**config.mk**
```make
export PLATFORM = sky130hd
export DESIGN_NAME = gamepad_poller
export DESIGN_NICKNAME = d
export VERILOG_FILES = /design/src/rtl/gamepad_pkg.sv /design/src/rtl/pad_autorepeat.sv /design/src/rtl/gamepad_poller.sv
export SDC_FILE = /design/constraint.sdc
export NUM_CORES = 1
export LEC_CHECK = 0
export ABC_AREA = 1
export CORE_UTILIZATION = 40
export DETAILED_ROUTE_END_ITERATION = 8
export HOLD_SLACK_MARGIN = 0.15
export PLACE_DENSITY_LB_ADDON = 0.08
export SLEW_MARGIN = 10
export SYNTH_ARGS = -nofsm -noshare
export SYNTH_HDL_FRONTEND = slang
export SYNTH_SLANG_ARGS = --single-unit
```
**constraint.sdc**
```tcl
create_clock -name clk -period 1.9 [get_ports clk]
set_clock_uncertainty 0.05 [all_clocks]
set_input_delay 0.19 -clock clk [delete_from_list [all_inputs] [get_ports clk]]
set_output_delay 0.19 -clock clk [all_outputs]
set_load 0.005 [all_outputs]
```
**src/rtl/gamepad_pkg.sv**
```systemverilog
// Shared definitions for the serial gamepad poller: FSM states, button
// index constants and the default soft-reset button combination.
package gamepad_pkg;

  typedef enum logic [2:0] {
    ST_IDLE   = 3'd0,
    ST_LATCH  = 3'd1,
    ST_LOW    = 3'd2,
    ST_HIGH   = 3'd3,
    ST_UPDATE = 3'd4
  } poll_state_e;

  // NES button order as shifted out by the 4021 in the pad
  localparam int BTN_A      = 0;
  localparam int BTN_B      = 1;
  localparam int BTN_SELECT = 2;
  localparam int BTN_START  = 3;
  localparam int BTN_UP     = 4;
  localparam int BTN_DOWN   = 5;
  localparam int BTN_LEFT   = 6;
  localparam int BTN_RIGHT  = 7;

  // Extra SNES bits shifted after the NES-compatible eight
  localparam int BTN_SNES_A = 8;
  localparam int BTN_SNES_X = 9;
  localparam int BTN_SNES_L = 10;
  localparam int BTN_SNES_R = 11;

  // Select+Start on pad 0 requests a soft reset
  localparam logic [15:0] DEFAULT_RESET_MASK =
    (16'h0001 << BTN_SELECT) | (16'h0001 << BTN_START);

  // Larger of two integers, used to size the DAS counters
  function automatic int max_int(input int a, input int b);
    if (a > b) begin
      return a;
    end else begin
      return b;
    end
  endfunction

endpackage

```
**src/rtl/pad_autorepeat.sv**
```systemverilog
// One button's press-edge detector and delayed-autorepeat (DAS) counter.
// Everything advances only on the one-cycle update strobe; the outputs are
// registered single-cycle pulses.
module pad_autorepeat
  import gamepad_pkg::*;
#(
  parameter int DAS_DELAY = 16,
  parameter int DAS_RATE  = 6
) (
  input  logic clk,
  input  logic reset,
  input  logic update,
  input  logic held_new,
  output logic pressed,
  output logic repeat_pulse
);

  localparam int CW = $clog2(max_int(DAS_DELAY, DAS_RATE) + 1);

  logic          r_old;
  logic [CW-1:0] r_cnt;
  logic          r_pressed;
  logic          r_repeat;

  // Edge detect and DAS countdown, evaluated once per completed poll
  always_ff @(posedge clk) begin
    if (reset) begin
      r_old     <= 1'b0;
      r_cnt     <= '0;
      r_pressed <= 1'b0;
      r_repeat  <= 1'b0;
    end else if (update) begin
      r_old <= held_new;
      if (held_new && !r_old) begin
        r_pressed <= 1'b1;
        r_repeat  <= 1'b1;
        r_cnt     <= CW'(DAS_DELAY);
      end else if (held_new) begin
        r_pressed <= 1'b0;
        // a count of 1 reaches zero on this poll: fire and reload
        if (r_cnt <= CW'(1)) begin
          r_repeat <= 1'b1;
          r_cnt    <= CW'(DAS_RATE);
        end else begin
          r_repeat <= 1'b0;
          r_cnt    <= r_cnt - CW'(1);
        end
      end else begin
        r_pressed <= 1'b0;
        r_repeat  <= 1'b0;
        r_cnt     <= '0;
      end
    end else begin
      r_pressed <= 1'b0;
      r_repeat  <= 1'b0;
    end
  end

  assign pressed      = r_pressed;
  assign repeat_pulse = r_repeat;

endmodule

```
**src/rtl/gamepad_poller.sv**
```systemverilog
// Polls NUM_PADS serial NES/SNES pads on a shared latch/clock pair at a
// fixed rate and publishes held, press-edge and autorepeat strobes plus a
// held-combo soft-reset request. All outputs are registered and change
// only in the cycle after a poll's UPDATE state.
module gamepad_poller
  import gamepad_pkg::*;
#(
  parameter int                  NUM_PADS    = 2,
  parameter int                  NUM_BITS    = 8,
  parameter int                  HALF_PERIOD = 300,
  parameter int                  POLL_CYCLES = 833333,
  parameter int                  DAS_DELAY   = 16,
  parameter int                  DAS_RATE    = 6,
  parameter logic [NUM_BITS-1:0] RESET_MASK  = DEFAULT_RESET_MASK[NUM_BITS-1:0],
  parameter int                  RESET_POLLS = 60
) (
  input  logic                         clk,
  input  logic                         reset,
  input  logic [NUM_PADS-1:0]          pad_data,
  output logic                         pad_latch,
  output logic                         pad_clk,
  output logic [NUM_PADS*NUM_BITS-1:0] buttons_held,
  output logic [NUM_PADS*NUM_BITS-1:0] buttons_pressed,
  output logic [NUM_PADS*NUM_BITS-1:0] buttons_repeat,
  output logic                         sample_valid,
  output logic                         nes_reset
);

  localparam int NB_TOT = NUM_PADS * NUM_BITS;
  localparam int PC_W   = $clog2(POLL_CYCLES);
  localparam int PH_W   = $clog2(2 * HALF_PERIOD);
  localparam int BIT_W  = $clog2(NUM_BITS);
  localparam int RC_W   = $clog2(RESET_POLLS + 1);

  localparam logic [PC_W-1:0]  POLL_LAST  = PC_W'(POLL_CYCLES - 1);
  localparam logic [PH_W-1:0]  LATCH_LAST = PH_W'(2 * HALF_PERIOD - 1);
  localparam logic [PH_W-1:0]  HALF_LAST  = PH_W'(HALF_PERIOD - 1);
  localparam logic [BIT_W-1:0] BIT_LAST   = BIT_W'(NUM_BITS - 1);

  poll_state_e                        r_state;
  poll_state_e                        w_next_state;
  logic [PC_W-1:0]                    r_poll_cnt;
  logic [PH_W-1:0]                    r_phase;
  logic [BIT_W-1:0]                   r_bit;
  // indexed [bit][pad] so one bit position of every pad loads at once
  logic [NUM_BITS-1:0][NUM_PADS-1:0]  r_shift;
  logic [NB_TOT-1:0]                  r_held;
  logic                               r_latch;
  logic                               r_pclk;
  logic                               r_valid;
  logic [RC_W-1:0]                    r_combo_cnt;
  logic                               r_nes_reset;
  logic                               w_update;
  logic [NB_TOT-1:0]                  w_held_new;
  logic [NB_TOT-1:0]                  w_pressed;
  logic [NB_TOT-1:0]                  w_repeat;

  assign w_update = (r_state == ST_UPDATE);

  // Free-running poll-rate counter; a wrap seen in IDLE starts a poll
  always_ff @(posedge clk) begin
    if (reset) begin
      r_poll_cnt <= '0;
    end else if (r_poll_cnt == POLL_LAST) begin
      r_poll_cnt <= '0;
    end else begin
      r_poll_cnt <= r_poll_cnt + PC_W'(1);
    end
  end

  // FSM state register
  always_ff @(posedge clk) begin
    if (reset) begin
      r_state <= ST_IDLE;
    end else begin
      r_state <= w_next_state;
    end
  end

  // FSM next-state: latch pulse, then LOW/HIGH half periods per bit
  always_comb begin
    w_next_state = r_state;
    case (r_state)
      ST_IDLE: begin
        if (r_poll_cnt == POLL_LAST) w_next_state = ST_LATCH;
        else                         w_next_state = ST_IDLE;
      end
      ST_LATCH: begin
        if (r_phase == LATCH_LAST) w_next_state = ST_LOW;
        else                       w_next_state = ST_LATCH;
      end
      ST_LOW: begin
        if (r_phase == HALF_LAST) begin
          if (r_bit == BIT_LAST) w_next_state = ST_UPDATE;
          else                   w_next_state = ST_HIGH;
        end else begin
          w_next_state = ST_LOW;
        end
      end
      ST_HIGH: begin
        if (r_phase == HALF_LAST) w_next_state = ST_LOW;
        else                      w_next_state = ST_HIGH;
      end
      ST_UPDATE: w_next_state = ST_IDLE;
      default:   w_next_state = ST_IDLE;
    endcase
  end

  // Cycle count within the current state, restarted on every transition
  always_ff @(posedge clk) begin
    if (reset) begin
      r_phase <= '0;
    end else if (r_state == ST_IDLE || w_next_state != r_state) begin
      r_phase <= '0;
    end else begin
      r_phase <= r_phase + PH_W'(1);
    end
  end

  // Bit index: cleared during the latch, advanced at the end of each HIGH
  always_ff @(posedge clk) begin
    if (reset) begin
      r_bit <= '0;
    end else if (r_state == ST_LATCH) begin
      r_bit <= '0;
    end else if (r_state == ST_HIGH && w_next_state == ST_LOW) begin
      r_bit <= r_bit + BIT_W'(1);
    end
  end

  // Sample every pad's data line on the last cycle of each LOW phase
  always_ff @(posedge clk) begin
    if (reset) begin
      r_shift <= '0;
    end else if (r_state == ST_LOW && r_phase == HALF_LAST) begin
      r_shift[r_bit] <= pad_data;
    end
  end

  // Pad lines are active-low; flatten to pad*NUM_BITS + bit order
  for (genvar gp = 0; gp < NUM_PADS; gp++) begin : g_pad
    for (genvar gb = 0; gb < NUM_BITS; gb++) begin : g_bit
      assign w_held_new[gp*NUM_BITS + gb] = ~r_shift[gb][gp];
    end
  end

  // Pad strobes follow the next state so they line up with the FSM
  always_ff @(posedge clk) begin
    if (reset) begin
      r_latch <= 1'b0;
      r_pclk  <= 1'b0;
      r_valid <= 1'b0;
      r_held  <= '0;
    end else begin
      r_latch <= (w_next_state == ST_LATCH);
      r_pclk  <= (w_next_state == ST_HIGH);
      r_valid <= w_update;
      if (w_update) begin
        r_held <= w_held_new;
      end
    end
  end

  // Combo counter: pulse once when pad 0 holds exactly RESET_MASK long enough
  always_ff @(posedge clk) begin
    if (reset) begin
      r_combo_cnt <= '0;
      r_nes_reset <= 1'b0;
    end else if (w_update) begin
      if (w_held_new[NUM_BITS-1:0] == RESET_MASK) begin
        if (r_combo_cnt < RC_W'(RESET_POLLS)) begin
          r_combo_cnt <= r_combo_cnt + RC_W'(1);
          r_nes_reset <= (r_combo_cnt == RC_W'(RESET_POLLS - 1));
        end else begin
          r_nes_reset <= 1'b0;
        end
      end else begin
        r_combo_cnt <= '0;
        r_nes_reset <= 1'b0;
      end
    end else begin
      r_nes_reset <= 1'b0;
    end
  end

  for (genvar gi = 0; gi < NB_TOT; gi++) begin : g_btn
    pad_autorepeat #(
      .DAS_DELAY (DAS_DELAY),
      .DAS_RATE  (DAS_RATE)
    ) u_rep (
      .clk          (clk),
      .reset        (reset),
      .update       (w_update),
      .held_new     (w_held_new[gi]),
      .pressed      (w_pressed[gi]),
      .repeat_pulse (w_repeat[gi])
    );
  end

  assign pad_latch       = r_latch;
  assign pad_clk         = r_pclk;
  assign buttons_held    = r_held;
  assign buttons_pressed = w_pressed;
  assign buttons_repeat  = w_repeat;
  assign sample_valid    = r_valid;
  assign nes_reset       = r_nes_reset;

endmodule

```
==> qor.csv <==
stage,metric,value,unit
global_routing,antenna_found_initial,0,
worst_setup_path,rr_startpoint,r_state[0],
power,ir_drop,586,uV
logic_synthesis,synthFlopType,dfxtp_1,
worst_setup_path,path_class,flip-flop to flip-flop,
logic_synthesis,synth_edf_count,0,
route,drtPass1Iterations,7,
die,die_x,156,um
logic_synthesis,ys_top_cells_by_area,"dfxtp_1 40%, nand2_1 12%, a21oi_1 7.3%",
placement,port_buffers,55,
power,intPower,6.38,mW
route,viasPerCell,4.73,
logic_synthesis,ys_ff_latch,190,
layout,area_growth,14.4,%
flow_run,cap_violations,0,
timing,layout_min_cycle_time,1700,ps
logic_synthesis,netlist_area,0.00953,mm^2
power,power.total,8.08,mW
placement,routabilityCongestion,0.843,
worst_setup_path,rr_worst_depth,8,
clock_network,cts.clk_slew.worst_paths,70,ps
power,p_leak,3.94,nW
timing,setup_tns,0,ps
layout,antennaDiodeCount,0,
logic_synthesis,yosysTopAreaCellShare,39.9,%
global_routing,grt_pass1_vias,7198,
hold_path,hold_class,flip-flop to flip-flop,
timing,rsz0062_at_grt,false,
timing,setup_violations,0,
logic_synthesis,yosysUniqueCellTypes,37,
worst_setup_path,worstPathArrival,1950,ps
timing,tightest_slew,493,ps
logic_synthesis,avgSynthCellArea,7.41,um^2
worst_setup_path,start_kind,flip-flop,
clock_network,clk_latency,430,ps
timing,finalCritPeriodShare,89.3,%
power,combPwrFrac,1.2,%
global_routing,grt_use_met3,3.68,%
outcome,status,finished clean,
logic_synthesis,syn_inst,1287,
clock_network,cts.path.max_buffers,2,
logic_synthesis,synth-async-reset-ratio,0,%
power,p_sw,1.71,mW
logic_synthesis,syn_nets,1329,
global_routing,gr-usage-all-layers,17.2,%
die,core_area,0.0234,mm^2
die,dieHeight,156,um
layout,stdcell_count,1642,
logic_synthesis,seq_area_frac_synth,39.9,%
clock_network,cts_tree,done,
clock_network,cts_sinks,190,
die,start_util,40.7,%
clock_network,cts_root_buf,clkbuf_16,
power,sequentialPowerShare,49.4,%
die,die-area,0.0245,mm^2
power,swShare,21.1,%
route,vias,7769,
route,post_drt_wl_per_cell,12.1,um
route,drtAntennaViolNets,0,
global_routing,grt-busiest-layer,met2,
worst_setup_path,r2r-end,g_btn[8].u_rep.r_cnt[0],
clock_network,cts_buffers,17,
die,io_pins,56,
logic_synthesis,synthTopCellsByCount,"296 x nand2_1, 190 x dfxtp_1, 139 x a21oi_1",
worst_setup_path,worst-endpoint-required,2150,ps
global_routing,grt_max_degree,85,
timing,whs,407,ps
timing,slew_violations,0,
logic_synthesis,yosysWarnings,0,
layout,drive_gt1_share,8.99,%
route,drt_iter0_drc,360,
route,routed_wl,19.9,mm
clock_network,htreeDepth,4,
route,remaining_drc_errors,0,
logic_synthesis,synthMostInstantiatedCell,nand2_1,
logic_synthesis,yosysTopAreaCell,dfxtp_1,
layout,nNetsFinal,1352,
global_routing,use_met1,23.0,%
die,rows,56,
worst_setup_path,endpoint,g_btn[8].u_rep.r_cnt[0],
timing,final-hold-violation-count,0,
worst_setup_path,ff2ff_setup_slack,200,ps
worst_setup_path,crit_start,r_state[0],
power,p_clk_share,49.5,%
placement,hpwlAfterDp,13.7,mm
global_routing,use_met2,28.2,%
worst_setup_path,crit_path_end_kind,flip-flop,
power,p_per_area,741,mW/mm^2
timing,max_freq,0.590,GHz
worst_setup_path,path_max_fanout,21,
placement,dp_cells,1608,
timing,slew_headroom,67.2,%
global_routing,grt_pass1_wl,34.1,mm
global_routing,grt_overflow,0,
[cell usage in the layout, fill, tap and decap left out, types with 15 or more instances in the layout]
| master | count |
|---|---|
| o31ai_1 | 15 |
| o21ai_0 | 32 |
| nor2_1 | 112 |
| inv_1 | 135 |
| nand4_1 | 31 |
| a21oi_1 | 138 |
| xnor2_1 | 16 |
| nand3_1 | 74 |
| clkbuf_16 | 17 |
| nand2_1 | 296 |
| clkdlybuf4s50_1 | 54 |
| nor3_1 | 31 |
| ha_1 | 37 |
| xor2_1 | 24 |
| dfxtp_1 | 190 |
| buf_4 | 29 |
[cell type report]
type                            instances  area [um^2]
Clock inverter                         14          226
Fill cell                            2423        12500
Clock buffer                           18          429
Sequential cell                       190         3800
Timing Repair Buffer                   87          828
Multi-Input combinational cell        872         4680
Tap cell                              319          399
Inverter                              142          536
[worst min-delay path by stage]
stage          startpoint              to  slack [ps]  cells past startpoint
6_report       r_phase[0]      r_phase[0]         410                      1
3_3_place_gp   r_phase[0]      r_phase[0]         380                      1
3_5_place_dp   r_phase[0]      r_phase[0]         400                      1
5_1_grt        r_phase[0]      r_phase[0]         430                      1
4_1_cts        r_phase[0]      r_phase[0]         410                      1
2_1_floorplan       reset  r_combo_cnt[0]         340                      3
[registers in the layout (all words and copies together) (netlist names), 3 cells and up]
signal,flops
g_btn.u_rep.r_cnt,80
buttons_held,16
r_state,3
r_combo_cnt,6
g_btn.u_rep.repeat_pulse,16
g_btn.u_rep.pressed,16
r_shift,16
r_bit,3
r_poll_cnt,20
r_phase,10
[power groups by stage]
stage | Clock (mW) | Sequential (mW) | Combinational, mW
after global routing | 4.30 | 3.99 | 0.107
after floorplan | 0 | 4.08 | 0.0619
final | 4.00 | 3.99 | 0.0959
after CTS | 4.14 | 3.99 | 0.0971
after detailed placement | 0 | 4.08 | 0.0956
after global placement | 0 | 4.08 | 0.0972
[worst max-delay path, stage by stage (launching register included)]
cell,delay (ps)
dfxtp_1,410
inv_2,80
nand2_2,140
nor2_8,50
inv_4,240
buf_4,310
nor3_4,70
a21oi_1,160
a211oi_2,40
[what timing repair did]
| action | in CTS | in global routing |
|---|---|---|
| hold buffers | 1 | 0 |
| gates resized for setup | 0 | 3 |
| endpoints found under the hold margin | 9 | 0 |
| setup endpoints to repair | 0 | 14 |
| buffers inserted | 0 | 1 |
[routing by layer]
metal  wire, um  part of all wire, %  up-vias
met5          0                    0        -
met1      10100                   51     3507
met4        146                 0.74        0
li1           -                    -     4184
met2       9100                   46       70
met3        489                  2.5        8
[kinds of logic after synthesis]
family                   synth area share, %
flip-flops                              39.9
XOR/XNOR                                3.67
AO/OA/AOI/OAI                           12.0
AND/OR/NAND/NOR                         28.2
buffers and inverters                   11.1
adder cells (fa/ha/maj)                 4.99
[metrics by stage]
step | util [%] | area [um^2] | setup WS [ps]
6_report | 46.6 | 10900 | 204
5_1_grt | 46.6 | 10900 | 3.53
4_1_cts | 46.5 | 10900 | 140
3_5_place_dp | 43.7 | 10200 | 161
3_3_place_gp | 43.7 | 10200 | 211
2_1_floorplan | - | 9530 | 372
No activity file was read; power rests on OpenSTA's default activity.
==> edit 1: new RTL, config.mk and constraints unchanged <==
One comparison of `r_poll_cnt` changes from == to >=.
--- a/src/rtl/gamepad_poller.sv
+++ b/src/rtl/gamepad_poller.sv
@@ -82,7 +82,7 @@
     w_next_state = r_state;
     case (r_state)
       ST_IDLE: begin
-        if (r_poll_cnt == POLL_LAST) w_next_state = ST_LATCH;
+        if (r_poll_cnt >= POLL_LAST) w_next_state = ST_LATCH;
         else                         w_next_state = ST_IDLE;
       end
       ST_LATCH: begin
Check against the original RTL: no difference found for any inputs over 4 cycles, from zero or initial values and one cycle with reset high; that may be too few to reach the edited logic, so the function may still have changed.
==> edit 1 against the original RTL <==
  * Sequential cell count did not move
  * Sequential share of layout area up 1.0 points
  * Clock power down 15%
  * Synthesized area fell by 3.5%
  * Total power shrank 7.2%
  * Wire length is 0.85% lower
  * Fmax is 5.3% lower
  * First-iteration DRC count rose by 1.4%
  * Worst setup slack got worse by 0.096 ns
  * Non-clock buffer count is the same
  * Global-route usage increased by 0.11 points
  * Design area down 2.8%
  * Cell count fell by 3.8%
  * Critical endpoint is now r_phase[2]
  * Largest cell class unchanged
  * Largest power group is now registers
==> edit 1: results <==
status:
  status: "complete, no violations"
setup_path:
  r2r_cells: 11
  worstPathArrival_ns: 2.12
  r2r-end: "r_phase[2]"
  cp_slowest_cell: "dfxtp_2"
  path_max_fanout: 5
  r2r_start: "r_phase[1]"
  critical-path-top-delay-family: "simple AND/OR/NAND/NOR gates"
  max_stage_delay_ns: 0.36
min_path:
  hold_end: "r_poll_cnt[0]"
  min_from: "r_poll_cnt[0]"
global_route:
  grt_pass1_wl_um: 33590
  track_usage_pct: 17.33
  grt_start_max_net_pins: 50
  grt_pass1_vias: 7104
power:
  p_leak_uw: 0.003921
  vdd_drop_max_uv: 421.9
  p_int_uw: 5880
cells_and_area:
  instances_no_fill: 1579
  drive_gt1_share_pct: 10.28
  filler_cell_count: 2295
synth:
  yosys.cell_types.count: 42
  synth.avg_cell_area_sq_um: 7.368
  synth_flop_cell: "dfxtp_1"
  syn_nets: 1291
  synthTopCellsByCount: "nand2_1, dfxtp_1, inv_1, a21oi_1, nor2_1"
  netlist_top_cells_area: "dfxtp_1, nand2_1, a21oi_1, inv_1, ha_1"
  ys_seq_area_share_pct: 41.33
placement:
  pre_cts_ws_ns: -0.04533
  routabilityCongestion: 0.8011
  dp_cells: 1541
  dpl-instance-area_sq_um: 9867
detailed_routing:
  drt_iter0_drc: 365
  wl_per_cell_um: 12.47
  firstDrtPassIters: 4
  postRouteAntennaNets: 0
cts:
  cts.root.buffer_cell: "clkbuf_16"
  ctsResizeCount: 2
  path_clk_slew_ns: 0.07
  numCtsBuffers: 17
sta:
  hold_ws_ns: 0.3839
  max_slew_margin_pct: 60.74
  drv_slew: 0
  finalWorstSetupSlack_ns: 0.1086
## edit 1: power by group through the flow
| stage | clock, uW | sequential, uW | combinational (uW) |
|---|---|---|---|
| 2_1_floorplan | 0 | 4080 | 62.6 |
| 3_3_place_gp | 0 | 4080 | 103 |
| 3_5_place_dp | 0 | 4080 | 103 |
| 4_1_cts | 3510 | 3990 | 104 |
| 5_1_grt | 3690 | 3990 | 117 |
| 6_report | 3410 | 3990 | 102 |
## edit 1: cell type report
class                   count  area [sq um]  share of cell area (%)
clock inverters            11         91.34                  0.8616
inverters                 150         563.0                   5.311
clock buffers              21         460.4                   4.343
multi-input cells         835          4481                   42.26
flip-flops and latches    190          3809                   35.93
well taps                 285         356.6                   3.364
repair buffers             87         840.8                   7.931
## edit 1: worst max path at each step
stage / start / to / depth (start not counted)
floorplan: r_phase[0] / r_bit[0] / 12
global placement: r_phase[0] / r_shift[0] / 10
detailed placement: r_phase[0] / r_shift[4] / 10
CTS: r_state[1] / g_btn[15].u_rep.repeat_pulse / 8
global route: r_phase[0] / r_phase[2] / 11
finish: r_phase[1] / r_phase[2] / 11
## edit 1: cells by family after synthesis
kind of cell	synth area share, %
and+or+nand+nor	25.38
AOI/OAI and AO/OA	13.35
buffers and inverters	11.34
DFF	41.33
adders and majority gates	5.167
xor gates and xnor gates	3.426
## edit 1: per-layer routing
| metal | vias to the layer above | routed length (um) | track usage [%] | share of wire [%] |
|---|---|---|---|---|
| li1 | 4055 | - | - | - |
| met1 | 3418 | 9938 | 22.74 | 50 |
| met2 | 84 | 9026 | 28.59 | 46 |
| met3 | 13 | 558 | 3.664 | 2.8 |
| met4 | 0 | 162 | 5.000 | 0.82 |
| met5 | - | 0 | 0 | 0 |
==> edit 2: new RTL, same settings <==
Made on the original files. `DAS_DELAY` is set to 16 in 2 places; all go to 32.
--- a/src/rtl/pad_autorepeat.sv
+++ b/src/rtl/pad_autorepeat.sv
@@ -4,7 +4,7 @@
 module pad_autorepeat
   import gamepad_pkg::*;
 #(
-  parameter int DAS_DELAY = 16,
+  parameter int DAS_DELAY = 32,
   parameter int DAS_RATE  = 6
 ) (
   input  logic clk,
--- a/src/rtl/gamepad_poller.sv
+++ b/src/rtl/gamepad_poller.sv
@@ -9,7 +9,7 @@
   parameter int                  NUM_BITS    = 8,
   parameter int                  HALF_PERIOD = 300,
   parameter int                  POLL_CYCLES = 833333,
-  parameter int                  DAS_DELAY   = 16,
+  parameter int                  DAS_DELAY   = 32,
   parameter int                  DAS_RATE    = 6,
   parameter logic [NUM_BITS-1:0] RESET_MASK  = DEFAULT_RESET_MASK[NUM_BITS-1:0],
   parameter int                  RESET_POLLS = 60
Function: no difference found for any inputs over 4 cycles, from zero or initial values and one cycle with reset high; that may be too few to reach the edited logic, so the function may still have changed.
==> edit 2 against the original RTL <==
  * First-iteration DRC count shrank 8.1%
  * Wire length up 12%
  * Highest routed layer unchanged
  * Worst setup slack got worse by 0.11 ns
  * Global-route usage fell by 0.11 points
  * Total power grew 13%
  * Design area increased by 8.5%
  * Utilization grew 0.38 points
  * Sequential share of layout area hardly changed
  * Synthesized area grew 7.5%
  * Clock power is 17% higher
  * Sequential cell count increased by 16
==> edit 2: results <==
sta:
  worstMarginPinSlew_ns: 0.5134
setup_path:
  path_max_fanout: 6
  r2r-end: "g_btn[12].u_rep.r_cnt[2]"
  regToRegSetupSlack_ns: 0.12
  worstPathArrival_ns: 1.57
  cp_slowest_cell: "clkdlybuf4s50_1"
  max_stage_delay_ns: 0.57
  crit_start: "buttons_held[12]"
  cp-endpoint: "buttons_held[12]"
  critical-path-top-delay-family: "buffers and inverters"
  r2r_start: "r_state[1]"
global_route:
  antenna_found_initial: 0
  track_usage_pct: 17.11
  grt_start_max_net_pins: 101
  grt_pass1_wl_um: 37500
  grt_pass1_vias: 8009
synth:
  synth.avg_cell_area_sq_um: 6.988
  netlist_top_cells_area: "dfxtp_1, nand2_1, nor2_1, a21oi_1, inv_1"
  syn_nets: 1508
  ys_seq_area_share_pct: 40.25
  synthTopCellsByCount: "nand2_1, dfxtp_1, nor2_1, inv_1, a21oi_1"
  yosys.cell_types.count: 35
cts:
  clock_latency_ns: 0.51
  path_clk_slew_ns: 0.06
  clock_path_buffers: 3
  h-tree-depth: 1
  numCtsBuffers: 25
power:
  p_int_uw: 7227
  vdd_drop_max_uv: 552.3
  p_clk_share_pct: 51.2
  p_leak_uw: 0.004815
  switching_share_pct: 20.75
placement:
  dpl-instance-area_sq_um: 10930
  pre_cts_ws_ns: 0.06960
  routabilityCongestion: 0.7952
  dpl.hpwl_um: 15870
cells_and_area:
  largest_registers: "g_btn.u_rep.r_cnt (96), r_poll_cnt (20)"
  instances_no_fill: 1842
  drive_gt1_share_pct: 9.259
status:
  status: "complete, no violations"
detailed_routing:
  num_vias: 8643
  drt_iter0_drc: 331
  firstDrtPassIters: 4
  finalWirelength_um: 22210
edit 2: cell count changes in the layout (fill, tap and decap cells not counted), moves of 13 or more:
cell     delta
o21ai_1    +14
nand2_1    +75
nor2_1     +72
o21ai_0    +16
nand4_1    -13
inv_1      +28
edit 2: per-layer routing:
layer  up-vias  GRT usage, %  part of all wire, %
met5         -             0                    0
met1      3868         22.49                   50
met2        82         29.59                   46
li1       4669             -                    -
met4         0         3.731                  1.4
met3        24         2.400                  2.7
edit 2: cell type report:
| cell class | instances | area, sq um |
|---|---|---|
| fill | 2503 | 13360 |
| multi-input combinational | 1009 | 5027 |
| sequential | 206 | 4131 |
| timing repair buffer | 84 | 805.8 |
| clock buffer | 35 | 713.2 |
| inverter | 169 | 636.9 |
| tap | 330 | 412.9 |
| clock inverter | 9 | 98.84 |
edit 2: how the worst min path moves through the flow:
stage                start    endpoint  slack [ns]
2_1_floorplan  pad_data[0]  r_shift[6]        0.31
3_5_place_dp    r_phase[0]  r_phase[0]        0.40
5_1_grt         r_phase[0]  r_phase[0]        0.38
4_1_cts              reset  r_state[1]        0.40
3_3_place_gp    r_phase[0]  r_phase[0]        0.38
6_report        r_phase[0]  r_phase[0]        0.37
edit 2: timing repair:
item | CTS | global route
hold buffers | 1 | 0
endpoints found under the setup margin | 0 | 64
gates resized for setup | 0 | 24
hold endpoints to repair | 6 | 0
buffers inserted | 0 | 1
edit 2: kinds of logic after synthesis:
kind of cell | count (synthesis) | share of synthesized area [%]
AOI/OAI and AO/OA | 227 | 12.46
xor gates and xnor gates | 31 | 2.650
adders and majority gates | 38 | 4.641
buffers and inverters | 251 | 11.25
DFF | 206 | 40.25
and+or+nand+nor | 713 | 28.75
